File: config.mk
export PLATFORM = sky130hd
export DESIGN_NAME = cub_alu_instr_fetch
export DESIGN_NICKNAME = d
export VERILOG_FILES = /design/src/rtl/cub_alu_fetch_pkg.sv /design/src/rtl/cub_alu_fetch_fifo.sv /design/src/rtl/cub_alu_instr_fetch.sv
export SDC_FILE = /design/constraint.sdc
export NUM_CORES = 1
export LEC_CHECK = 0
export ABC_AREA = 1
export CORE_ASPECT_RATIO = 1.25
export CORE_MARGIN = 4
export CORE_UTILIZATION = 48
export CTS_CLUSTER_DIAMETER = 150
export DETAILED_ROUTE_END_ITERATION = 16
export PLACE_DENSITY = 0.71
export SLEW_MARGIN = 20
export SYNTH_ARGS = -nofsm -noshare
export SYNTH_HDL_FRONTEND = slang
export SYNTH_HIERARCHICAL = 1
export SYNTH_SLANG_ARGS = --single-unit
File: constraint.sdc
create_clock -name clk -period 7.5 [get_ports clk]
set_clock_uncertainty 0.1 [all_clocks]
set_input_delay 1.125 -clock clk [delete_from_list [all_inputs] [get_ports clk]]
set_output_delay 1.125 -clock clk [all_outputs]
set_load 0.1 [all_outputs]
File: src/rtl/cub_alu_fetch_pkg.sv
// Shared types for the cube ALU instruction fetch block.
//   fetch_state_e : fetch sequencer states.
//   fetch_entry_t : instruction buffer entry {insn, pc}, laid out for the
//                   default 32-bit word / 8-bit address configuration. The
//                   buffer itself is width-generic and stores the same
//                   {insn, pc} packing.
package cub_alu_fetch_pkg;

  localparam int INSN_W_DEF = 32;
  localparam int AWID_DEF   = 8;

  typedef enum logic [1:0] {
    IDLE  = 2'd0,
    FETCH = 2'd1,
    DRAIN = 2'd2
  } fetch_state_e;

  typedef struct packed {
    logic [INSN_W_DEF-1:0] insn;
    logic [AWID_DEF-1:0]   pc;
  } fetch_entry_t;

endpackage

File: src/rtl/cub_alu_fetch_fifo.sv
// Synchronous instruction buffer with registered storage.
//   push_i/data_i : write an entry (accepted when not full, or full with pop)
//   pop_i         : drop the head entry (ignored when empty)
//   flush_i       : empty the buffer; wins over push and pop
//   data_o        : head entry; count_o/empty_o/full_o : occupancy
module cub_alu_fetch_fifo #(
  parameter  int FIFO_DEPTH = 4,
  parameter  int WIDTH      = 40,
  localparam int AW         = $clog2(FIFO_DEPTH),
  localparam int CW         = AW + 1
) (
  input  logic             clk,
  input  logic             rst_n,
  input  logic             push_i,
  input  logic [WIDTH-1:0] data_i,
  input  logic             pop_i,
  input  logic             flush_i,
  output logic [WIDTH-1:0] data_o,
  output logic [CW-1:0]    count_o,
  output logic             empty_o,
  output logic             full_o
);

  logic [WIDTH-1:0] mem_q [FIFO_DEPTH];
  logic [WIDTH-1:0] mem_d [FIFO_DEPTH];
  logic [AW-1:0]    wr_q, wr_d, rd_q, rd_d;
  logic [CW-1:0]    cnt_q, cnt_d;
  logic             do_push, do_pop;

  assign empty_o = (cnt_q == '0);
  assign full_o  = (cnt_q == CW'(FIFO_DEPTH));
  assign data_o  = mem_q[rd_q];
  assign count_o = cnt_q;

  always_comb begin
    mem_d   = mem_q;
    wr_d    = wr_q;
    rd_d    = rd_q;
    cnt_d   = cnt_q;
    do_pop  = pop_i && !empty_o;
    // When full, the slot being written is the one being popped this cycle.
    do_push = push_i && (!full_o || do_pop);
    if (flush_i) begin
      wr_d  = '0;
      rd_d  = '0;
      cnt_d = '0;
    end else begin
      if (do_push) begin
        mem_d[wr_q] = data_i;
        wr_d        = wr_q + AW'(1);
      end
      if (do_pop) rd_d = rd_q + AW'(1);
      cnt_d = cnt_q + CW'(do_push) - CW'(do_pop);
    end
  end

  always_ff @(posedge clk) begin
    if (!rst_n) begin
      for (int i = 0; i < FIFO_DEPTH; i++) mem_q[i] <= '0;
      wr_q  <= '0;
      rd_q  <= '0;
      cnt_q <= '0;
    end else begin
      mem_q <= mem_d;
      wr_q  <= wr_d;
      rd_q  <= rd_d;
      cnt_q <= cnt_d;
    end
  end

endmodule

File: src/rtl/cub_alu_instr_fetch.sv
// Cube ALU instruction fetch initiator.
// Walks pc over an instruction window, issues req/gnt reads to the ALU
// instruction RAM (rvalid one cycle after gnt), buffers returned words and
// hands them to the decoder over valid/ready. Redirect flushes buffered and
// in-flight words and restarts at a new window.
//   fetch_start_i/base/len   : start a window (only while idle)
//   redirect_i/pc/len        : restart at a new window (only while busy)
//   alu_instr_*              : RAM read port
//   instr_valid_o/instr_o/instr_pc_o/instr_ready_i : decoder handshake
//   busy_o : not idle;  done_o : window fully delivered (one cycle)
module cub_alu_instr_fetch #(
  parameter int INSN_WIDTH = 32,
  parameter int IRAM_AWID  = 8,
  parameter int FIFO_DEPTH = 4
) (
  input  logic                  clk,
  input  logic                  rst_n,
  input  logic                  fetch_start_i,
  input  logic [IRAM_AWID-1:0]  fetch_base_i,
  input  logic [IRAM_AWID:0]    fetch_len_i,
  input  logic                  redirect_i,
  input  logic [IRAM_AWID-1:0]  redirect_pc_i,
  input  logic [IRAM_AWID:0]    redirect_len_i,
  output logic                  alu_instr_req_o,
  input  logic                  alu_instr_gnt_i,
  output logic [IRAM_AWID-1:0]  alu_instr_addr_o,
  input  logic [INSN_WIDTH-1:0] alu_instr_rdata_i,
  input  logic                  alu_instr_rvalid_i,
  output logic                  instr_valid_o,
  output logic [INSN_WIDTH-1:0] instr_o,
  output logic [IRAM_AWID-1:0]  instr_pc_o,
  input  logic                  instr_ready_i,
  output logic                  busy_o,
  output logic                  done_o
);
  import cub_alu_fetch_pkg::*;

  localparam int CW = $clog2(FIFO_DEPTH) + 1;
  localparam int EW = INSN_WIDTH + IRAM_AWID;

  fetch_state_e         state_q, state_d;
  logic [IRAM_AWID-1:0] pc_q, pc_d, iss_pc_q, iss_pc_d;
  logic [IRAM_AWID:0]   rem_q, rem_d;
  logic                 out_q, out_d, kill_q, kill_d;

  logic [EW-1:0]        head;
  logic [CW-1:0]        fifo_cnt;
  logic                 fifo_empty, fifo_full;
  logic                 req, grant, redir, rsp, push, pop, done;

  cub_alu_fetch_fifo #(.FIFO_DEPTH(FIFO_DEPTH), .WIDTH(EW)) u_fifo (
    .clk     (clk),
    .rst_n   (rst_n),
    .push_i  (push),
    .data_i  ({alu_instr_rdata_i, iss_pc_q}),
    .pop_i   (pop),
    .flush_i (redir),
    .data_o  (head),
    .count_o (fifo_cnt),
    .empty_o (fifo_empty),
    .full_o  (fifo_full)
  );

  // Credit counts the in-flight word so a buffer slot is always waiting for
  // every rvalid; only registered terms feed req, so req never depends on gnt.
  assign req   = (state_q == FETCH) && (rem_q != '0) &&
                 ((fifo_cnt + CW'(out_q)) < CW'(FIFO_DEPTH));
  assign grant = req && alu_instr_gnt_i;
  assign redir = redirect_i && (state_q != IDLE);
  assign rsp   = alu_instr_rvalid_i && out_q;
  assign push  = rsp && !kill_q && !redir;
  assign pop   = !fifo_empty && instr_ready_i;
  assign done  = (state_q == DRAIN) && !out_q && fifo_empty && !redir;

  always_comb begin
    state_d  = state_q;
    pc_d     = pc_q;
    rem_d    = rem_q;
    out_d    = out_q;
    kill_d   = kill_q;
    iss_pc_d = iss_pc_q;
    if (redir) begin
      pc_d    = redirect_pc_i;
      rem_d   = redirect_len_i;
      state_d = (redirect_len_i == '0) ? DRAIN : FETCH;
      // A grant taken alongside the redirect belongs to the old window.
      out_d   = grant;
      kill_d  = grant;
      if (grant) iss_pc_d = pc_q;
    end else begin
      if (grant) begin
        pc_d     = pc_q + IRAM_AWID'(1);
        rem_d    = rem_q - (IRAM_AWID+1)'(1);
        out_d    = 1'b1;
        kill_d   = 1'b0;
        iss_pc_d = pc_q;
        if (rem_q == (IRAM_AWID+1)'(1)) state_d = DRAIN;
      end else if (rsp) begin
        out_d  = 1'b0;
        kill_d = 1'b0;
      end
      case (state_q)
        IDLE: if (fetch_start_i) begin
          pc_d    = fetch_base_i;
          rem_d   = fetch_len_i;
          state_d = (fetch_len_i == '0) ? DRAIN : FETCH;
        end
        DRAIN:   if (done) state_d = IDLE;
        default: ;
      endcase
    end
  end

  always_ff @(posedge clk) begin
    if (!rst_n) begin
      state_q  <= IDLE;
      pc_q     <= '0;
      rem_q    <= '0;
      out_q    <= 1'b0;
      kill_q   <= 1'b0;
      iss_pc_q <= '0;
    end else begin
      state_q  <= state_d;
      pc_q     <= pc_d;
      rem_q    <= rem_d;
      out_q    <= out_d;
      kill_q   <= kill_d;
      iss_pc_q <= iss_pc_d;
    end
  end

  assign alu_instr_req_o  = req;
  assign alu_instr_addr_o = pc_q;
  assign instr_valid_o    = !fifo_empty;
  assign instr_o          = head[EW-1:IRAM_AWID];
  assign instr_pc_o       = head[IRAM_AWID-1:0];
  assign busy_o           = (state_q != IDLE);
  assign done_o           = done;

endmodule

==> load_flow_metrics.sql, run 1 <==
INSERT INTO impl_metrics (metric_group, metric, value, unit) VALUES
('clock_network', 'cts_hold_buf', '0', ''),
('global_route', 'grt_antenna_before_repair', '0', ''),
('placed_design', 'gp_congestion', '0.8011', ''),
('power', 'worst_ir_drop_vdd', '0.1701', 'mV'),
('clock_network', 'cts-buffers-inserted', '17', ''),
('finish', 'final_layout_size_suffix_gt1_share', '4.756', '%'),
('critical_path', 'number_of_cells_traversed_by_the_worst_register_to_register_path', '13', ''),
('clock_network', 'tritoncts_num_sinks', '196', ''),
('timing', 'tightestPinTransition', '1.039', 'ns'),
('clock_network', 'path_clk_slew', '0.07', 'ns'),
('critical_path', 'worst-path-buf-inv', '3', ''),
('min_path', 'holdCritStartpoint', 'kill_q', ''),
('finish', 'final_common_cell', 'nand2_1', ''),
('detailed_routing', 'detail_route.vias_per_cell', '4.810', ''),
('timing', 'fin_setup_tns', '0', 'ns'),
('floorplan', 'start_util', '48.54', '%'),
('critical_path', 'worstReg2RegStart', 'state_q[0]', ''),
('critical_path', 'startpoint_type', 'flip-flop', ''),
('placed_design', 'dpl.hpwl', '15320', 'um'),
('critical_path', 'timing.critical_path.cells', 'clkinv_2, buf_4, o21ai_0, a21oi_1, a21oi_1, clkdlybuf4s50_1', ''),
('critical_path', 'worst-endpoint-required', '6.27', 'ns'),
('global_route', 'vias_in_the_first_global_route', '8693', ''),
('finish', 'layout.cells.most_common_list', 'nand2_1, nor2_1, inv_1', ''),
('placed_design', 'preCtsSetupSlack', '3.089', 'ns'),
('min_path', 'hold_removal_path_class', 'reg2reg', ''),
('critical_path', 'timing.critical_path.slowest_cell_delay', '1.17', 'ns'),
('power', 'static-leakage-power', '5.967', 'nW'),
('global_route', 'maximum_number_of_pins_on_one_net_before_global_route_repair', '81', ''),
('timing', 'clock.fmax', '0.2049', 'GHz'),
('critical_path', 'element_type_at_the_critical_path_end', 'output pin', ''),
('power', 'cellPowerDensity', '220.8', 'nW/um2'),
('critical_path', 'critical_path.max_fanout', '68', ''),
('critical_path', 'crit_arrival', '3.66', 'ns'),
('finish', 'diodes', '0', ''),
('floorplan', 'die_height', '169.9', 'um'),
('detailed_routing', 'post_drt_wl_per_cell', '12.14', 'um'),
('global_route', 'first_pass_grt_wire_length', '39850', 'um'),
('placed_design', 'placed_cells', '1945', ''),
('timing', 'rsz0062_at_grt', 'no', ''),
('floorplan', 'dieArea', '23370', 'um2'),
('timing', 'max-slew-margin-rel', '30.50', '%'),
('timing', 'final-max-slew-violation-count', '0', ''),
('detailed_routing', 'wirelength_routed', '24000', 'um'),
('logic_synthesis', 'syn_area', '10070', 'um2'),
('min_path', 'min_delay_path_depth', '2', ''),
('clock_network', 'root_buffer', 'clkbuf_16', ''),
('clock_network', 'clock_latency', '0.43', 'ns'),
('clock_network', 'cts_resized', '0', ''),
('timing', 'layout_setup_ws', '2.619', 'ns'),
('detailed_routing', 'detail_route.drc_violations', '0', ''),
('logic_synthesis', 'synth.net_count', '1713', ''),
('min_path', 'timing.hold.worst_endpoint', 'kill_q', ''),
('floorplan', 'floorplan.rows', '59', ''),
('critical_path', 'setup.worst_path.class', 'reg2out', ''),
('clock_network', 'cts_htree_levels', '4', ''),
('timing', 'period_needed', '4.881', 'ns'),
('detailed_routing', 'firstDrtPassIters', '5', ''),
('detailed_routing', 'dr_total_vias', '9510', ''),
('job', 'cap_violations', '0', ''),
('logic_synthesis', 'syn_area_per_cell', '6.181', 'um2'),
('global_route', 'globalRoute.totalOverflow', '0', ''),
('critical_path', 'critical_path.most_common_cell', 'a21oi_1', ''),
('finish', 'layout.cells.non_filler', '1977', ''),
('finish', 'syn2layout_area_growth', '17.93', '%'),
('critical_path', 'critPathTopFamily', 'buffers and inverters', ''),
('logic_synthesis', 'syn_inst', '1629', ''),
('clock_network', 'clk_path_buf_depth', '2', ''),
('critical_path', 'regToRegSetupSlack', '4.65', 'ns'),
('critical_path', 'timing.rr.end', 'u_fifo/count_o[2]', ''),
('critical_path', 'cell_with_the_largest_stage_delay_on_the_worst_path', 'clkdlybuf4s50_1', ''),
('run_status', 'run_status', 'finished clean', '');
## flip-flops by register name, summed over array words and instances (netlist names), 2 cells and up
register and count:
rem_q 9, u_fifo/mem_q 160, u_fifo/count_o 3, u_fifo/wr_q 2, alu_instr_addr_o 8, state_q 2, iss_pc_q 8, u_fifo/rd_q 2
## worst max-delay path by stage
stage                            from            end  depth (start not counted)  slack (ns)
global route           u_fifo/rd_q[0]  instr_pc_o[0]                          6        2.46
finish                 u_fifo/rd_q[0]    instr_o[22]                          6        2.62
CTS                    u_fifo/rd_q[0]    instr_o[27]                          6        2.60
floorplan           u_fifo/count_o[1]         done_o                          5        3.28
detailed placement         redirect_i         done_o                          6        3.09
global placement           redirect_i         done_o                          6        3.10
## power by group
part           switching, mW  internal, mW
clock                  0.422         0.444
combinational          0.439         0.184
sequential            0.0476          1.09
## metal layers
metal | part of all wire (%) | routed length (um) | vias to the layer above | track usage (%)
met4 | 1.2 | 291 | 0 | 5.382
met5 | 0 | 0 | - | 0
li1 | - | - | 5059 | -
met2 | 50 | 12040 | 172 | 37.23
met1 | 45 | 10730 | 4257 | 24.54
met3 | 3.9 | 933 | 22 | 4.199
## worst min-delay path: cells and delay by family, from the launching register on
family	cells	cell delay [ns]
compound gates	1	0.05
flops	1	0.32
simple gates	1	0.08
## area by class of cell
cell class / instances / area (um2)
repair buffers: 135 / 1321
clock buffers: 18 / 439.2
multi-input cells: 1127 / 4918
fillers: 2026 / 8869
inverters: 213 / 803.3
flip-flops and latches: 196 / 3925
well taps: 274 / 342.8
clock inverters: 14 / 125.1
## per-stage QoR
step / total power, mW / instance area [um2] / utilization (%)
finish: 2.622 / 11880 / 57.25
global route: 2.751 / 11880 / 57.25
CTS: 2.647 / 11880 / 57.25
detailed placement: 1.780 / 11310 / 54.53
floorplan: 1.618 / 10070 / -
global placement: 1.772 / 11310 / 54.53
No activity file was read; power rests on OpenSTA's default activity.
==> run 2, diff against run 1 <==
- PLACE_DENSITY: 0.71 -> 0.73
- clock period: 7.5 -> 4.29 ns (I/O delays scaled with it)
==> run 2 against run 1 <==
Clock power grew 74%. First-iteration DRC count up 29%. Setup slack worse by 1.6 ns. Critical endpoint is now instr_o[11].
==> load_flow_metrics.sql, run 2 (synthesis results as in run 1) <==
INSERT INTO impl_metrics (metric_group, metric, value, unit) VALUES
('run_status', 'run_status', 'finished clean', ''),
('floorplan', 'die_height', '169.9', 'um'),
('critical_path', 'worst-endpoint-required', '3.55', 'ns'),
('finish', 'post-route-util', '58.02', '%'),
('placed_design', 'gp_congestion', '0.8954', ''),
('finish', 'top_register', 'u_fifo/mem_q', ''),
('power', 'worst_ir_drop_vdd', '0.2849', 'mV'),
('min_path', 'holdCritStartpoint', 'kill_q', ''),
('floorplan', 'ios', '125', ''),
('clock_network', 'root_buffer', 'clkbuf_16', ''),
('global_route', 'first_pass_grt_wire_length', '40770', 'um'),
('critical_path', 'setup.worst_path.class', 'reg2out', ''),
('clock_network', 'clock_tree_from_tritoncts', 'built', ''),
('finish', 'fin_nets', '1779', ''),
('global_route', 'grt_antenna_before_repair', '0', ''),
('floorplan', 'dieArea', '23370', 'um2'),
('finish', 'diodes', '0', ''),
('finish', 'largest_register_ff_count', '160', ''),
('detailed_routing', 'postRouteAntennaNets', '0', ''),
('detailed_routing', 'dr_total_vias', '9583', ''),
('clock_network', 'cts-buffers-inserted', '17', ''),
('critical_path', 'startpoint', 'u_fifo/rd_q[1]', ''),
('job', 'cap_violations', '0', ''),
('timing', 'period_utilisation_layout', '76.03', '%'),
('detailed_routing', 'detail_route.drc_violations', '0', ''),
('detailed_routing', 'firstDrtPassIters', '5', ''),
('finish', 'final_layout_size_suffix_gt1_share', '7.440', '%'),
('finish', 'final_common_cell', 'nand2_1', ''),
('clock_network', 'path_clk_slew', '0.07', 'ns'),
('clock_network', 'clock_latency', '0.43', 'ns'),
('finish', 'layout_top_registers', 'u_fifo/mem_q x160, rem_q x9', ''),
('timing', 'tightestPinTransition', '0.9905', 'ns'),
('clock_network', 'cts_hold_buf', '0', ''),
('critical_path', 'cell_with_the_largest_stage_delay_on_the_worst_path', 'inv_2', ''),
('placed_design', 'place_area', '11480', 'um2'),
('clock_network', 'tritoncts_num_sinks', '196', ''),
('detailed_routing', 'post_drt_wl_per_cell', '12.14', 'um'),
('min_path', 'hold_removal_path_class', 'reg2reg', ''),
('floorplan', 'floorplan.rows', '59', ''),
('placed_design', 'buffer_ports.inserted', '124', ''),
('clock_network', 'clk_path_buf_depth', '2', ''),
('timing', 'rsz0062_at_grt', 'no', ''),
('critical_path', 'worst-path-buf-inv', '3', ''),
('timing', 'timing_hold_violations_final', '0', ''),
('critical_path', 'element_type_at_the_critical_path_end', 'output pin', ''),
('global_route', 'vias_in_the_first_global_route', '8957', ''),
('critical_path', 'startpoint_type', 'flip-flop', ''),
('floorplan', 'die_x', '137.6', 'um'),
('detailed_routing', 'first_iter_violations', '692', ''),
('finish', 'layout.cells.most_common_list', 'nand2_1, nor2_1, inv_1', ''),
('detailed_routing', 'wirelength_routed', '24050', 'um'),
('timing', 'final-max-slew-violation-count', '0', ''),
('timing', 'report.final.setup_viol', '0', ''),
('floorplan', 'core_area', '20740', 'um2'),
('timing', 'clock.fmax', '0.3066', 'GHz'),
('clock_network', 'cts_htree_levels', '4', ''),
('clock_network', 'cts_resized', '0', ''),
('power', 'cellPowerDensity', '382.6', 'nW/um2'),
('global_route', 'maximum_number_of_pins_on_one_net_before_global_route_repair', '121', ''),
('critical_path', 'timing.critical_path.cells', 'inv_2, buf_4, a21oi_1, a21oi_1, buf_4', ''),
('clock_network', 'post_cts_setup_buffer_count', '0', ''),
('critical_path', 'timing.critical_path.slowest_cell_delay', '0.64', 'ns'),
('floorplan', 'start_util', '48.54', '%'),
('timing', 'fin_setup_tns', '0', 'ns'),
('global_route', 'globalRoute.totalOverflow', '0', ''),
('placed_design', 'dpl.hpwl', '15470', 'um'),
('finish', 'layout.cell_area.non_filler', '12040', 'um2'),
('critical_path', 'critPathTopFamily', 'buffers and inverters', ''),
('finish', 'syn2layout_area_growth', '19.52', '%'),
('power', 'static-leakage-power', '6.134', 'nW'),
('critical_path', 'worstReg2RegStart', 'state_q[1]', ''),
('critical_path', 'crit_arrival', '2.52', 'ns'),
('detailed_routing', 'detail_route.vias_per_cell', '4.837', ''),
('critical_path', 'critical_path.max_fanout', '48', ''),
('global_route', 'grt_util_overall', '20.91', '%'),
('timing', 'period_needed', '3.262', 'ns'),
('timing', 'max-slew-margin-rel', '33.76', '%');
[run 2: changes by cell type in the layout (fill, tap and decap cells not counted), sizes merged]
cell / before / now
clkinvlp: 2 / 1
inv: 215 / 217
clkdlybuf4s50: 123 / 81
buf: 12 / 59
clkinv: 10 / 8
[run 2: cell type report]
type | instances | area, um2
clock buffer | 18 | 439.2
inverter | 213 | 803.3
multi-input combinational | 1127 | 4918
fill | 1963 | 8708
timing repair buffer | 140 | 1491
clock inverter | 13 | 115.1
sequential | 196 | 3925
tap | 274 | 342.8
[run 2: metal layers]
metal  share of wire [%]  track usage, %  wire, um
met5                   0               0         0
met4                0.96           5.252       230
met3                 5.2           4.140      1254
met2                  49           37.17     11740
met1                  45           25.72     10830
[run 2: worst paths after layout]
check             cells after the start                 to  slack (ns)
hold reg to reg                       2             kill_q        0.40
hold / removal                        2             kill_q        0.40
setup reg to reg                     13  u_fifo/count_o[2]        1.49
setup / recovery                      5        instr_o[11]        1.03
[run 2: stage by stage]
stage               power, mW  setup slack [ns]  hold slack, ns  instances
floorplan               2.829            0.5483          0.3610       1629
global placement        3.125            0.9791          0.3763       1950
detailed placement      3.138            0.9736          0.3852       1950
CTS                     4.645             1.041          0.3959       1981
global route            4.829            0.8793          0.4209       1981
finish                  4.604             1.028          0.3989       1981
[run 2: worst register-to-register path, delay by kind of cell (launching register included)]
kind	cells	cell delay, ns
buffers and inverters	4	0.50
DFF	1	0.36
adders and majority gates	3	0.81
and+or+nand+nor	5	0.87
AOI/OAI and AO/OA	1	0.11
[run 2: where the power goes]
part	internal [mW]	switching [mW]	total [mW]	leakage [nW]
combinational	0.338	0.775	1.11	4.28
clock	0.774	0.737	1.51	0.273
sequential	1.90	0.0841	1.98	1.59
